<file path="src/rtl/mc_controller_pkg.sv">
// Shared definitions for the multicycle MIPS control unit: state encodings,
// opcode/funct constants, ALU control codes and ALU-decoder op selects.
package mc_controller_pkg;

    typedef enum logic [3:0] {
        S_FETCH    = 4'd0,
        S_DECODE   = 4'd1,
        S_MEMADR   = 4'd2,
        S_MEMREAD  = 4'd3,
        S_MEMWB    = 4'd4,
        S_MEMWRITE = 4'd5,
        S_EXECUTE  = 4'd6,
        S_ALUWB    = 4'd7,
        S_BRANCH   = 4'd8,
        S_ADDIEXEC = 4'd9,
        S_ADDIWB   = 4'd10
    } state_t;

    // Opcodes (Instr[31:26])
    localparam logic [5:0] OP_LW    = 6'b100011;
    localparam logic [5:0] OP_SW    = 6'b101011;
    localparam logic [5:0] OP_RTYPE = 6'b000000;
    localparam logic [5:0] OP_BEQ   = 6'b000100;
    localparam logic [5:0] OP_ADDI  = 6'b001000;

    // R-type function codes (Instr[5:0])
    localparam logic [5:0] FN_ADD = 6'b100000;
    localparam logic [5:0] FN_SUB = 6'b100010;
    localparam logic [5:0] FN_AND = 6'b100100;
    localparam logic [5:0] FN_OR  = 6'b100101;
    localparam logic [5:0] FN_SLT = 6'b101010;

    // ALUControl codes
    localparam logic [3:0] ALU_ADD = 4'b0010;
    localparam logic [3:0] ALU_SUB = 4'b0110;
    localparam logic [3:0] ALU_AND = 4'b0000;
    localparam logic [3:0] ALU_OR  = 4'b0001;
    localparam logic [3:0] ALU_SLT = 4'b0111;

    // What the FSM asks of the ALU decoder
    typedef enum logic [1:0] {
        ALUOP_ADD   = 2'b00,
        ALUOP_SUB   = 2'b01,
        ALUOP_FUNCT = 2'b10
    } aluop_t;

endpackage

</file>
<file path="src/rtl/mc_aludec.sv">
// ALU decoder: turns the FSM's coarse ALU request plus the R-type funct
// field into the 4-bit ALUControl code. Purely combinational.
module mc_aludec
    import mc_controller_pkg::*;
(
    input  aluop_t     aluop,
    input  logic [5:0] funct,
    output logic [3:0] alu_control
);

    // Map the requested operation (or funct for R-type) to an ALU code
    always_comb begin
        // NOTE: default assignment first so every path drives the output and no latch is inferred.
        alu_control = ALU_ADD;
        case (aluop)
            ALUOP_SUB: alu_control = ALU_SUB;
            ALUOP_FUNCT: begin
                case (funct)
                    FN_ADD:  alu_control = ALU_ADD;
                    FN_SUB:  alu_control = ALU_SUB;
                    FN_AND:  alu_control = ALU_AND;
                    FN_OR:   alu_control = ALU_OR;
                    FN_SLT:  alu_control = ALU_SLT;
                    default: alu_control = ALU_ADD;  // unknown funct runs as add
                endcase
            end
            default: alu_control = ALU_ADD;
        endcase
    end

endmodule

</file>
<file path="src/rtl/mc_controller.sv">
// Multicycle MIPS control FSM. Moore decode of all datapath controls from
// the current state; only PCEn (branch & Zero) and ALUControl (funct in
// EXECUTE) look at datapath inputs.
module mc_controller
    import mc_controller_pkg::*;
(
    input  logic       clk,
    input  logic       reset,
    input  logic [5:0] opcode,
    input  logic [5:0] funct,
    input  logic       Zero,
    output logic       PCEn,
    output logic       IRWrite,
    output logic       RegWrite,
    output logic       RegDst,
    output logic       ALUSrcA,
    output logic [1:0] ALUSrcB,
    output logic [3:0] ALUControl,
    output logic       PCSrc,
    output logic       MemToReg,
    output logic       IorD,
    output logic       MemWrite,
    output logic [3:0] state
);

    state_t state_q;
    state_t state_d;
    aluop_t aluop;
    logic   pcwrite;
    logic   branch;
    logic   irwrite_raw;
    logic   regwrite_raw;
    logic   memwrite_raw;

    assign state = state_q;

    // State register; reset returns to FETCH and aborts any instruction
    always_ff @(posedge clk) begin
        // NOTE: non-blocking assignments for registered state avoid read/write races between processes.
        if (reset) state_q <= S_FETCH;
        else       state_q <= state_d;
    end

    // Next-state sequencing; opcode is consulted only in DECODE and MEMADR
    always_comb begin
        state_d = S_FETCH;
        case (state_q)
            S_FETCH:  state_d = S_DECODE;
            S_DECODE: begin
                case (opcode)
                    OP_LW, OP_SW: state_d = S_MEMADR;
                    OP_RTYPE:     state_d = S_EXECUTE;
                    OP_BEQ:       state_d = S_BRANCH;
                    OP_ADDI:      state_d = S_ADDIEXEC;
                    default:      state_d = S_FETCH;  // unsupported: nop
                endcase
            end
            S_MEMADR:   state_d = (opcode == OP_LW) ? S_MEMREAD : S_MEMWRITE;
            S_MEMREAD:  state_d = S_MEMWB;
            S_EXECUTE:  state_d = S_ALUWB;
            S_ADDIEXEC: state_d = S_ADDIWB;
            default:    state_d = S_FETCH;  // writeback states, BRANCH, illegal codes
        endcase
    end

    // Per-state control decode; anything not named here stays 0 / add
    always_comb begin
        pcwrite      = 1'b0;
        branch       = 1'b0;
        irwrite_raw  = 1'b0;
        regwrite_raw = 1'b0;
        memwrite_raw = 1'b0;
        RegDst       = 1'b0;
        ALUSrcA      = 1'b0;
        ALUSrcB      = 2'b00;
        aluop        = ALUOP_ADD;
        PCSrc        = 1'b0;
        MemToReg     = 1'b0;
        IorD         = 1'b0;
        case (state_q)
            S_FETCH: begin
                ALUSrcB     = 2'b01;
                irwrite_raw = 1'b1;
                pcwrite     = 1'b1;
            end
            S_DECODE:   ALUSrcB = 2'b11;  // branch target into ALUOut
            S_MEMADR: begin
                ALUSrcA = 1'b1;
                ALUSrcB = 2'b10;
            end
            S_MEMREAD:  IorD = 1'b1;
            S_MEMWB: begin
                MemToReg     = 1'b1;
                regwrite_raw = 1'b1;
            end
            S_MEMWRITE: begin
                IorD         = 1'b1;
                memwrite_raw = 1'b1;
            end
            S_EXECUTE: begin
                ALUSrcA = 1'b1;
                aluop   = ALUOP_FUNCT;
            end
            S_ALUWB: begin
                RegDst       = 1'b1;
                regwrite_raw = 1'b1;
            end
            S_BRANCH: begin
                ALUSrcA = 1'b1;
                aluop   = ALUOP_SUB;
                PCSrc   = 1'b1;
                branch  = 1'b1;
            end
            S_ADDIEXEC: begin
                ALUSrcA = 1'b1;
                ALUSrcB = 2'b10;
            end
            S_ADDIWB:   regwrite_raw = 1'b1;
            default: ;  // illegal encodings: everything idle
        endcase
    end

    // Architectural write enables are held off for as long as reset is high
    assign PCEn     = ~reset & (pcwrite | (branch & Zero));
    assign IRWrite  = ~reset & irwrite_raw;
    assign RegWrite = ~reset & regwrite_raw;
    assign MemWrite = ~reset & memwrite_raw;

    mc_aludec u_aludec (
        .aluop       (aluop),
        .funct       (funct),
        .alu_control (ALUControl)
    );

endmodule

</file>
<file path="config.mk">
export PLATFORM = sky130hd
export DESIGN_NAME = mc_controller
export DESIGN_NICKNAME = d
export VERILOG_FILES = /design/src/rtl/mc_controller_pkg.sv /design/src/rtl/mc_aludec.sv /design/src/rtl/mc_controller.sv
export SDC_FILE = /design/constraint.sdc
export NUM_CORES = 1
export LEC_CHECK = 0
export BUFFER_PORTS_ARGS = -buffer_cell sky130_fd_sc_hd__buf_2
export CAP_MARGIN = 10
export CORE_MARGIN = 2
export CORE_UTILIZATION = 35
export DETAILED_ROUTE_END_ITERATION = 7
export GPL_TIMING_DRIVEN = 0
export PLACE_DENSITY_LB_ADDON = 0.1
export SLEW_MARGIN = 20
export SYNTH_ARGS = -nofsm -noshare
export SYNTH_HDL_FRONTEND = slang
export SYNTH_HIERARCHICAL = 1
export SYNTH_SLANG_ARGS = --single-unit
</file>
<file path="constraint.sdc">
create_clock -name clk -period 2.1 [get_ports clk]
set_input_delay 0.315 -clock clk [delete_from_list [all_inputs] [get_ports clk]]
set_output_delay 0.315 -clock clk [all_outputs]
set_load 0.02 [all_outputs]
</file>
==> flow_summary.yaml, run 1 <==
die:
  io_pins: 34
  die-area_mm2: 0.001894
  die_h_um: 43.53
  rows: 14
  fp.coreArea_mm2: 0.001489
  start_util: 0.3672
  die-width_um: 43.53
synth:
  yosysMostFrequentCell: "nor2_1"
  ys_ff_latch: 4
  avgSynthCellArea_um2: 7.101
  synth_fa_ha_area_frac: 0.04577
  synth_mux_area_frac: 0
  syn_nets: 94
  yosys_warnings: 6
  synth_edf_count: 0
  synth.area.top_cells: "dfxtp_1 (15%), nor2_1 (8.2%), nor3_1 (5.5%), ha_1 (4.6%), nand2b_1 (4.6%)"
  ys_async_sr_fraction: 0
  syn_area_um2: 546.8
  synth_compound_area_frac: 0.1899
  synth-simple-area-share: 0.5057
  yosysSeqAreaShare: 0.1465
  synthTopCellsByCount: "nor2_1 (12), nor3_1 (6), nand2_1 (5)"
  yosysTopAreaCell: "dfxtp_1"
  synth_xor_xnor_area_share: 0.03204
  synth_top_flop_cell: "dfxtp_1"
  syn_inst: 77
  synth_top_family_by_area: "simple AND/OR/NAND/NOR gates"
  synth_top_cell_area_share: 0.1465
  yosysUniqueCellTypes: 35
final_layout:
  nets: 135
  drive_gt1_frac: 0.5603
  largest_reg_flops: 4
  syn2layout_area_growth_pct: 63.62
  utilization: 0.6008
  fill_cells: 148
  antenna_cells: 0
clocking:
  htreeDepth: 1
  cts_root_buf: "clkbuf_4"
  insertion_delay_ps: 240
  path_clk_slew_ps: 40
  cts_sinks: 4
  cts-hold-fix-buffers: 0
  numCtsBuffers: 3
  cts_tree: "done"
  cts_buffer_depth: 2
worst_setup_path:
  reg2reg_depth: 5
  critPathMaxStageDelay_ps: 360
  regToRegEndpoint: "state[1]"
  worstPathArrival_ps: 1720
  cpMaxStageDelayCell: "dfxtp_4"
  crit_chain: "buf_8 -> nand2b_4 -> nor2_4 -> ha_4 -> nand4bb_4 -> o22ai_2 -> buf_4"
  crit_required_ps: 1780
  r2r_slack_ps: 680
  r2r-start: "state[3]"
  cp_num_buf_inv: 2
  critPathLaunchType: "register"
  crit_fanout: 10
  cp_top_family: "simple AND/OR/NAND/NOR gates"
  crit_type: "register to output pin"
  end_kind: "output pin"
pwr:
  p_per_area_mw_per_mm2: 288.4
  max-vdd-ir-drop_mv: 0.2530
  p_leak_uw: 0.0004024
sta:
  finalSetupViolCount: 0
  finalSetupTns_ps: 0
  min_period_ps: 2037
  max_freq_mhz: 490.9
  fin_worst_skew_ps: 3.612
  slew_violations: 0
  post-route-period-util: 0.9700
  hold_viol: 0
  rsz0062_at_grt: "yes"
global_routing:
  grt_pass1_vias: 584
  met1_usage: 0.1954
  grt_max_degree: 11
  overflow: 0
  met2_usage: 0.3015
  use_met3: 0.05417
  antenna_found_initial: 0
  grt_usage: 0.1685
  grt_pass1_wl_um: 2463
  gr-max-usage-layer: "met2"
hold_path:
  hold_path_depth: 3
  worstHoldStart: "opcode[3]"
  hold_end: "state[0]"
  hold_path.class: "input pin to register"
run:
  drv_cap: 0
detailed_routing:
  drt-wirelength-per-cell_um: 11.58
  viasPerCell: 5.083
  firstDrtPassIters: 3
  remaining_drc_errors: 0
  ant_nets: 0
  wl_um: 1528
  vias: 671
  drtIter0Drc: 13
run_status:
  status: "complete, no violations"
place:
  dp_hpwl_um: 1246
  place.gp.congestion: 0.7789
  io_buffer_count: 32
placed cells by master, fill, tap and decap left out, types with 2 or more instances in the layout:
cell      instances
dfxtp_4           2
buf_2            31
nor4_1            2
nand2_1           5
a31oi_1           2
nand2b_2          2
nor3b_1           2
inv_1             3
nand2b_4          2
xnor2_1           2
nor2b_1           2
nor3_1            4
o21ai_0           2
buf_4             8
a21oi_1           3
clkbuf_4          3
nor2_1           11
routing by layer:
layer,up-vias,share of wire
met3,2,0.054
met2,22,0.53
met4,0,0.011
met5,-,0
met1,296,0.40
li1,351,-
worst reg2reg max path, stage by stage (launching register included):
cell and delay, ps:
dfxtp_4 360, buf_4 130, or2_2 340, nor4_4 260
nand2b_2 100, a31oi_2 160
worst max path at each step:
stage / start / to / slack, ps / cells past startpoint
floorplan: state[2] / ALUControl[0] / 10 / 6
global placement: state[3] / ALUControl[0] / -50 / 7
detailed placement: state[3] / ALUControl[0] / -110 / 7
CTS: state[3] / ALUControl[0] / 0.2 / 7
global route: state[2] / ALUControl[0] / -20 / 7
finish: state[3] / ALUControl[2] / 60 / 7
cell type report:
| cell class | instances | area (µm²) | area share |
|---|---|---|---|
| plain buffers | 5 | 46.29 | 0.05175 |
| flip-flops and latches | 4 | 88.84 | 0.09930 |
| repair buffers | 36 | 195.2 | 0.2182 |
| well taps | 16 | 20.02 | 0.02238 |
| multi-input cells | 64 | 506.7 | 0.5664 |
| clock buffers | 3 | 22.52 | 0.02517 |
| inverters | 4 | 15.01 | 0.01678 |
power breakdown:
| part | switching [µW] | internal (µW) | total, µW | leakage [µW] |
|---|---|---|---|---|
| clock | 33.7 | 64.1 | 97.8 | 0.0000138 |
| combinational | 46.6 | 35.9 | 82.5 | 0.000354 |
| sequential | 1.61 | 76.1 | 77.7 | 0.0000347 |
metrics by stage:
step                cells  hold slack (ps)  cell area [µm²]  setup WS [ps]  power (µW)
global route          132            407.3            894.6         -16.42       274.9
CTS                   128            392.7            840.8         0.1779       261.8
detailed placement    125            635.7            759.5         -105.0       160.4
floorplan              77            463.3            579.3          9.516       127.8
finish                132            385.9            894.6          62.92       258.0
global placement      125            626.8            759.5         -48.40       159.1
logic make-up (layout without fill, tap and decap cells):
group | count (synthesis) | count (layout)
AOI/OAI and AO/OA | 15 | 15
xor gates and xnor gates | 2 | 2
adders and majority gates | 2 | 2
buffers and inverters | 9 | 48
DFF | 4 | 4
other | 1 | 1
and+or+nand+nor | 44 | 44
repair_timing:
item	in CTS	in global routing
endpoints found under the setup margin	3	3
pin swaps	1	4
setup buffers	0	4
resized for setup	12	10
No activity file was read; power rests on OpenSTA's default activity.
==> inputs of run 2 (changes only) <==
==> constraint.sdc (replaced) <==
create_clock -name clk -period 2.3 [get_ports clk]
set_input_delay 0.345 -clock clk [delete_from_list [all_inputs] [get_ports clk]]
set_output_delay 0.345 -clock clk [all_outputs]
set_load 0.02 [all_outputs]
==> flow_summary.yaml, run 2 (same netlist as run 1, synthesis figures left out) <==
run_status:
  status: "complete, no violations"
worst_setup_path:
  worstSetupStartpoint: "state[2]"
  r2r-start: "state[1]"
  critPathLaunchType: "register"
  worstPathArrival_ps: 1830
  reg2reg_depth: 5
  crit_type: "register to output pin"
  crit_required_ps: 1960
  crit_fanout: 6
  end_kind: "output pin"
clocking:
  cts_sinks: 4
  htreeDepth: 1
  cts_root_buf: "clkbuf_4"
  insertion_delay_ps: 230
  cts_tree: "done"
  numCtsBuffers: 3
  cts-hold-fix-buffers: 0
  cts_buffer_depth: 2
  postCtsSetupRepairBufs: 0
  path_clk_slew_ps: 40
global_routing:
  grt_max_degree: 11
  grt_usage: 0.1695
  grt_pass1_wl_um: 2511
  grt_pass1_vias: 591
  antenna_found_initial: 0
  overflow: 0
final_layout:
  final_cell_mix: "buf_2 (31), nor2_1 (11), nand2_1 (5), nor3_1 (5)"
  largest_reg_flops: 4
  utilization: 0.5521
  antenna_cells: 0
  nets: 131
  layout_commonest_cell: "buf_2"
  syn2layout_area_growth_pct: 50.34
  drive_gt1_frac: 0.4732
place:
  io_buffer_count: 32
  dp_hpwl_um: 1218
  place.gp.congestion: 0.8148
die:
  start_util: 0.3672
  io_pins: 34
  rows: 14
  die_h_um: 43.53
  fp.coreArea_mm2: 0.001489
  die-width_um: 43.53
  die-area_mm2: 0.001894
detailed_routing:
  drt-wirelength-per-cell_um: 11.73
  drtIter0Drc: 6
  remaining_drc_errors: 0
  wl_um: 1501
  firstDrtPassIters: 2
  viasPerCell: 5.086
  ant_nets: 0
  vias: 651
sta:
  rsz0062_at_grt: "no"
  finalSetupViolCount: 0
  max_freq_mhz: 459.6
  slew_violations: 0
  post-route-period-util: 0.9460
  finalSetupTns_ps: 0
  timing.hold.ws_ps: 426.0
  hold_viol: 0
  fin_worst_skew_ps: 4.228
  min_period_ps: 2176
run:
  drv_cap: 0
pwr:
  max-vdd-ir-drop_mv: 0.3629
  p_per_area_mw_per_mm2: 280.5
  p_leak_uw: 0.0003732
hold_path:
  hold_path_depth: 3
  worstHoldStart: "opcode[3]"
  hold_path.class: "input pin to register"
==> run 2: through the flow <==
stage	instances	setup slack (ps)	area, µm²	power [µW]
2_1_floorplan	77	28.55	558.0	116.0
3_3_place_gp	125	107.9	738.2	145.0
3_5_place_dp	125	59.23	738.2	145.9
4_1_cts	128	5.866	777.0	234.1
5_1_grt	128	15.13	822.0	252.3
6_report	128	124.1	822.0	230.6
==> run 2: layout make-up <==
class / count / area (µm²)
well taps: 16 / 20.02
clock buffers: 3 / 22.52
flip-flops and latches: 4 / 81.33
repair buffers: 32 / 165.2
fillers: 165 / 666.9
inverters: 4 / 15.01
plain buffers: 5 / 45.04
multi-input cells: 64 / 473.0
==> run 2: critical path, stage by stage (launching register included) <==
cell and delay (ps):
dfxtp_1 350, nand2b_1 210, nor3_4 160, inv_1 100
ha_4 260, nand4bb_4 230, o22ai_1 140, buf_4 160
==> run 2: report_power, final <==
part,switching (µW),internal (µW),total [µW]
combinational,42.1,32.3,74.4
clock,24.7,58.1,82.8
sequential,1.73,71.7,73.4
total,68.6,162,231
==> run 2: timing repair <==
item / in CTS / in global routing
endpoints found under the hold margin: 0 / 0
resized for setup: 6 / 9
endpoints found under the setup margin: 3 / 2
==> run 2: per-layer routing <==
metal	global-route usage	vias up	wire length, µm
li1	-	341	-
met1	0.2061	293	612
met2	0.3104	17	819
met3	0.05417	0	69
met4	0	0	0
met5	0	-	0
==> run 2: worst paths after layout <==
check,end,slack [ps]
max,ALUControl[2],120
min,state[0],430
max reg2reg,state[2],950
min reg2reg,state[3],670
